## config.mk

```make
export PLATFORM = sky130hd
export DESIGN_NAME = usb_fs_tx_arbiter
export DESIGN_NICKNAME = d
export VERILOG_FILES = /design/src/rtl/usb_fs_tx_arbiter.sv
export SDC_FILE = /design/constraint.sdc
export NUM_CORES = 1
export LEC_CHECK = 0
export CAP_MARGIN = 20
export CELL_PAD_IN_SITES_DETAIL_PLACEMENT = 1
export CELL_PAD_IN_SITES_GLOBAL_PLACEMENT = 2
export CORE_ASPECT_RATIO = 0.7
export CORE_MARGIN = 2
export CORE_UTILIZATION = 25
export DETAILED_ROUTE_END_ITERATION = 10
export PLACE_DENSITY_LB_ADDON = 0.1
export SYNTH_ARGS = -nofsm -noshare
export SYNTH_HDL_FRONTEND = slang
export SYNTH_SLANG_ARGS = --single-unit
```

## constraint.sdc

```tcl
create_clock -name clk -period 1.9 [get_ports clk]
set_input_delay 0.38 -clock clk [delete_from_list [all_inputs] [get_ports clk]]
set_output_delay 0.38 -clock clk [all_outputs]
set_load 0.03 [all_outputs]
```

## src/rtl/usb_fs_tx_arbiter.sv

```systemverilog
// usb_fs_tx_arbiter
//
// Shares one USB full-speed transmitter between NUM_REQ packet sources.
// Each requester posts a one-cycle request with its PID. The request is
// latched in a per-requester pending bit and PID register. The arbiter
// grants the transmitter round-robin, one packet at a time. It steers the
// pull-style data interface to the grantee while the packet is in flight,
// and it holds an idle gap of IPG_CYCLES clocks after every packet.
//
// Ports
//   clk                in  block clock, rising edge
//   reset              in  asynchronous reset, active low
//   req_pkt_start      in  [NUM_REQ]    per-requester request pulse
//   req_pid            in  [4*NUM_REQ]  requester PIDs, sampled with the request
//   req_tx_data_avail  in  [NUM_REQ]    requester has a payload byte ready
//   req_tx_data        in  [8*NUM_REQ]  requester payload bytes
//   req_tx_data_get    out [NUM_REQ]    byte-consumed pulse to the grantee
//   req_pkt_end        out [NUM_REQ]    packet-complete pulse to the grantee
//   req_busy           out [NUM_REQ]    requester has a pending/in-flight packet
//   tx_pkt_start       out              start pulse to the transmitter
//   tx_pid             out [4]          PID to the transmitter
//   tx_data_avail      out              data-available to the transmitter
//   tx_data            out [8]          payload byte to the transmitter
//   tx_data_get        in               transmitter consumed a byte
//   tx_pkt_end         in               transmitter finished the packet
//   grant              out [NUM_REQ]    one-hot grantee (START and BUSY only)
module usb_fs_tx_arbiter #(
  parameter int NUM_REQ    = 4,
  parameter int IPG_CYCLES = 16
) (
  input  logic                   clk,
  input  logic                   reset,
  input  logic [NUM_REQ-1:0]     req_pkt_start,
  input  logic [4*NUM_REQ-1:0]   req_pid,
  input  logic [NUM_REQ-1:0]     req_tx_data_avail,
  input  logic [8*NUM_REQ-1:0]   req_tx_data,
  output logic [NUM_REQ-1:0]     req_tx_data_get,
  output logic [NUM_REQ-1:0]     req_pkt_end,
  output logic [NUM_REQ-1:0]     req_busy,
  output logic                   tx_pkt_start,
  output logic [3:0]             tx_pid,
  output logic                   tx_data_avail,
  output logic [7:0]             tx_data,
  input  logic                   tx_data_get,
  input  logic                   tx_pkt_end,
  output logic [NUM_REQ-1:0]     grant
);

  localparam int IW = $clog2(NUM_REQ);
  localparam int CW = (IPG_CYCLES > 1) ? $clog2(IPG_CYCLES) : 1;

  typedef enum logic [1:0] {
    S_IDLE  = 2'd0,
    S_START = 2'd1,
    S_BUSY  = 2'd2,
    S_GAP   = 2'd3
  } state_t;

  state_t                    r_state;
  state_t                    w_state_nxt;
  logic [NUM_REQ-1:0]        r_pending;
  logic [NUM_REQ-1:0][3:0]   r_pid;
  logic [IW-1:0]             r_last;
  logic [CW-1:0]             r_cnt;
  logic [NUM_REQ-1:0]        r_grant;
  logic                      r_tx_pkt_start;
  logic [3:0]                r_tx_pid;
  logic [NUM_REQ-1:0]        r_req_pkt_end;

  logic                      w_found;
  logic [IW-1:0]             w_sel;
  logic [IW-1:0]             w_idx;
  logic [NUM_REQ-1:0]        w_clr;
  logic [NUM_REQ-1:0]        w_cap;

  // Round-robin search: first pending requester after the last grantee,
  // wrapping modulo NUM_REQ.
  always_comb begin
    w_found = 1'b0;
    w_sel   = '0;
    w_idx   = '0;
    for (int k = 1; k <= NUM_REQ; k++) begin
      w_idx = IW'((int'(r_last) + k) % NUM_REQ);
      if (!w_found && r_pending[w_idx]) begin
        w_found = 1'b1;
        w_sel   = w_idx;
      end
    end
  end

  // Completion clears the grantee's pending bit. A new request in the same
  // cycle re-arms it and recaptures its PID, so set takes priority.
  always_comb begin
    w_clr = (r_state == S_BUSY && tx_pkt_end) ? r_grant : '0;
    w_cap = req_pkt_start & (~r_pending | w_clr);
  end

  always_comb begin
    w_state_nxt = r_state;
    case (r_state)
      S_IDLE:  if (w_found) w_state_nxt = S_START;
      S_START: w_state_nxt = S_BUSY;
      S_BUSY:  if (tx_pkt_end) w_state_nxt = S_GAP;
      S_GAP:   if (r_cnt == '0) w_state_nxt = S_IDLE;
      default: w_state_nxt = S_IDLE;
    endcase
  end

  always_ff @(posedge clk or negedge reset) begin
    if (!reset) begin
      r_state <= S_IDLE;
    end else begin
      r_state <= w_state_nxt;
    end
  end

  always_ff @(posedge clk or negedge reset) begin
    if (!reset) begin
      r_pending      <= '0;
      r_pid          <= '0;
      r_last         <= IW'(NUM_REQ - 1);
      r_cnt          <= '0;
      r_grant        <= '0;
      r_tx_pkt_start <= 1'b0;
      r_tx_pid       <= 4'd0;
      r_req_pkt_end  <= '0;
    end else begin
      r_pending <= (r_pending & ~w_clr) | w_cap;
      for (int i = 0; i < NUM_REQ; i++) begin
        if (w_cap[i]) r_pid[i] <= req_pid[4*i +: 4];
      end

      // Start and completion pulses last one cycle.
      r_tx_pkt_start <= 1'b0;
      r_tx_pid       <= 4'd0;
      r_req_pkt_end  <= '0;

      case (r_state)
        S_IDLE: begin
          if (w_found) begin
            r_grant        <= NUM_REQ'(1) << w_sel;
            r_last         <= w_sel;
            r_tx_pkt_start <= 1'b1;
            r_tx_pid       <= r_pid[w_sel];
          end
        end
        S_BUSY: begin
          if (tx_pkt_end) begin
            r_grant       <= '0;
            r_req_pkt_end <= r_grant;
            r_cnt         <= CW'(IPG_CYCLES - 1);
          end
        end
        S_GAP: begin
          if (r_cnt != '0) r_cnt <= r_cnt - 1'b1;
        end
        default: ;
      endcase
    end
  end

  // Data path is a pure mux onto the grantee, active only in BUSY.
  always_comb begin
    tx_data_avail   = 1'b0;
    tx_data         = 8'd0;
    req_tx_data_get = '0;
    if (r_state == S_BUSY) begin
      for (int i = 0; i < NUM_REQ; i++) begin
        if (r_grant[i]) begin
          tx_data_avail      = req_tx_data_avail[i];
          tx_data            = req_tx_data[8*i +: 8];
          req_tx_data_get[i] = tx_data_get;
        end
      end
    end
  end

  assign req_busy     = r_pending;
  assign grant        = r_grant;
  assign tx_pkt_start = r_tx_pkt_start;
  assign tx_pid       = r_tx_pid;
  assign req_pkt_end  = r_req_pkt_end;

endmodule

```

==> flow_summary.json <==
{
  "async_flop_share_pct": 100,
  "fp.coreArea_sq_um": 8580,
  "die-area_sq_um": 9740,
  "remaining_drc_errors": 0,
  "initial_core_util_pct": 26.1,
  "yosysSeqAreaShare_pct": 45.9,
  "cp_top_family": "compound AO/OA/AOI/OAI gates",
  "worstPathMaxFanout": 11,
  "num_antenna_cells": 0,
  "fin_cells": 458,
  "yosysTopAreaCell": "dfrtp_1",
  "synthMuxAreaShare_pct": 12.1,
  "die_y_um": 83.2,
  "leakage_nw": 1.66,
  "synth_xor_area_share_pct": 0,
  "worstSetupStartpointType": "register",
  "synth_top_family_by_area": "simple AND/OR/NAND/NOR gates",
  "ctsHoldBuffers": 0,
  "synthCells": 221,
  "firstDrtPassIters": 4,
  "synth_top_area_share_pct": 43.6,
  "status": "complete, but fails checks",
  "cp.arrival_ns": 1.66,
  "final.setup.worst_slack_ns": -0.141,
  "finalCritPeriodShare_pct": 107,
  "yosys.area_share.simple_pct": 19.1,
  "violations": "setup timing",
  "ys.flop_type": "dfrtp_1",
  "rows": 28,
  "max_slew.worst_pin.slew_ns": 0.543,
  "gr-usage-all-layers_pct": 16.0,
  "fin_worst_skew_ns": 0.00524,
  "maxCapViolCount": 0,
  "grt_pass1_wl_um": 12000,
  "multi_input_area_sq_um": 1260,
  "dp.cells": 442,
  "overflow": 0,
  "finalSetupViolCount": 9,
  "gp_congestion": 0.757,
  "synth_nets": 286,
  "ir_worst_vdd_v": 0.000446,
  "cts_buffers": 5,
  "cts.sinks": 41,
  "synthesis.area_sq_um": 2240,
  "ioPinCount": 90,
  "cp-end-kind": "primary output",
  "synth_common_cells": "39 x dfrtp_1, 16 x mux2_1, 15 x nor2_1",
  "total_power_mw": 5.17,
  "drtIter0Drc": 74,
  "hold_class": "in -> async",
  "dp_hpwl_um": 5420,
  "post-route-util_pct": 44.2,
  "path_buf_inv": 2,
  "powerDensity_nw_per_um2": 1360,
  "root_buffer": "clkbuf_16",
  "portBuffers": 89,
  "drive_gt1_share_pct": 26.9,
  "vias_per_cell": 4.64,
  "hold_viol_final": 0,
  "wl_per_cell_um": 16.2,
  "crit_required_ns": 1.52,
  "max_stage_delay_ns": 0.45,
  "ant_nets": 0,
  "crit_chain": "buf_6, a221oi_2, nor3_2, a21oi_1, nor2_2, buf_4",
  "path_class": "reg -> out",
  "grt_start_max_net_pins": 42,
  "antenna_found_initial": 0,
  "clkSlewWorstSetupHoldPaths_ns": 0.06,
  "seqCellArea_sq_um": 1030,
  "synth_compound_area_share_pct": 16.4,
  "synth_area_leaders": "dfrtp_1 44%, mux2_1 8.0%, mux2i_1 4.0%, a221oi_1 3.5%, nand2b_1 3.4%",
  "die_w_um": 117,
  "finalMaxSlewViolations": 0,
  "nets": 402,
  "post-place-ws_ns": -0.180,
  "drt-total-wl_um": 7420,
  "maxSlewHeadroom_pct": 63.8,
  "crit_slowest_cell": "dfrtp_2",
  "ys_warn_count": 0,
  "syn_to_final_growth_pct": 69.4,
  "synth.distinct_cells": 38,
  "fmax_mhz": 490,
  "cts_max_level": 2,
  "layout_min_cycle_time_ns": 2.04,
  "grt_pass1_vias": 2227,
  "insertion_delay_ns": 0.29,
  "fillers": 959,
  "syn_area_per_cell_sq_um": 10.1,
  "synth_most_common_cell": "dfrtp_1",
  "clockBufferDepth": 2,
  "ys_ff_latch": 41,
  "rsz0062_at_grt": "true",
  "cts_tree": "yes",
  "num_vias": 2127,
  "synth_fa_ha_area_share_pct": 2.79,
  "synth_edf_count": 0
}
==> stage by stage <==
step                      area [sq um]  hold WS [ns]  TNS, ns
after CTS                         3680         0.182   -0.665
after global placement            3410         0.467    -1.59
after global routing              3790         0.203    -1.49
after detailed placement          3410         0.474    -2.95
final                             3790         0.153   -0.586
after floorplan                   2270        0.0844  -0.0913
==> layout make-up <==
class / instances / area share [%]
timing repair buffer: 120 / 30.1
clock buffer: 6 / 3.66
sequential: 41 / 27.2
multi-input combinational: 161 / 33.3
tap: 120 / 3.96
inverter: 8 / 0.792
clock inverter: 2 / 0.989
==> logic make-up after synthesis <==
family,after synthesis
and+or+nand+nor,78
AOI/OAI and AO/OA,52
DFF,41
muxes,25
buffers and inverters,20
adders and majority gates,5
==> path summary, 6_finish.rpt <==
check	to	slack (ns)	startpoint	cells after the start
worst max-delay path	tx_data[7]	-0.14	grant[1]$_DFFE_PN0P_	6
worst min-delay path	r_state[0]$_DFFE_PN0P_	0.15	reset	2
worst max register to register	r_pid[4]$_DFFE_PN0P_	0.14	grant[1]$_DFFE_PN0P_	6
worst min register to register	r_pid[10]$_DFFE_PN0P_	0.49	r_pid[10]$_DFFE_PN0P_	1
max in group asynchronous	grant[1]$_DFFE_PN0P_	1.34	reset	2
min in group clk	r_pid[10]$_DFFE_PN0P_	0.49	r_pid[10]$_DFFE_PN0P_	1
==> cell usage in the layout, fill, tap and decap left out, types with 3 or more instances in the layout <==
cell type / synthesis / final
a21oi_1: 11 / 10
a221oi_2: 0 / 7
a22o_1: 4 / 4
and2_1: 4 / 3
and3_1: 9 / 7
buf_4: 0 / 33
buf_6: 1 / 11
clkbuf_16: 0 / 5
clkdlybuf4s50_1: 0 / 68
dfrtp_1: 39 / 37
dlygate4sd2_1: 0 / 3
dlymetal6s2s_1: 0 / 3
ha_1: 5 / 4
inv_1: 8 / 7
mux2_1: 16 / 16
mux2i_1: 9 / 9
nand2_1: 6 / 6
nand2b_1: 12 / 12
nand3_1: 3 / 3
nor2_1: 15 / 5
nor2_2: 0 / 9
nor2b_1: 11 / 10
nor3_1: 11 / 9
o21ai_0: 6 / 6
o21ai_1: 6 / 4
o21ai_2: 1 / 3
o22ai_1: 5 / 5
==> routing by layer <==
| layer | track usage [%] | up-vias | part of all wire [%] |
|---|---|---|---|
| met3 | 3.43 | 8 | 3.1 |
| li1 | - | 1031 | - |
| met1 | 22.7 | 1056 | 50 |
| met5 | 0 | - | 0 |
| met4 | 3.53 | 0 | 0.88 |
| met2 | 24.9 | 32 | 46 |
==> what timing repair did <==
action	in CTS	in global routing
setup buffers	6	2
endpoints found under the setup margin	27	26
gates resized for setup	19	22
cloned	0	1
pin swaps	1	4
==> state kept, by name (all words and copies together) (netlist names) <==
name          flops
grant             4
r_cnt             4
r_last            2
r_pid            16
r_state           2
req_busy          4
req_pkt_end       4
tx_pid            4
tx_pkt_start      1
==> report_power, final <==
group	switching, mW	leakage, nW	internal, mW	total [mW]
sequential	0.220	0.490	1.21	1.43
clock	0.356	0.0831	0.656	1.01
combinational	1.38	1.09	1.35	2.73
Power figures use the tool's default switching activity.
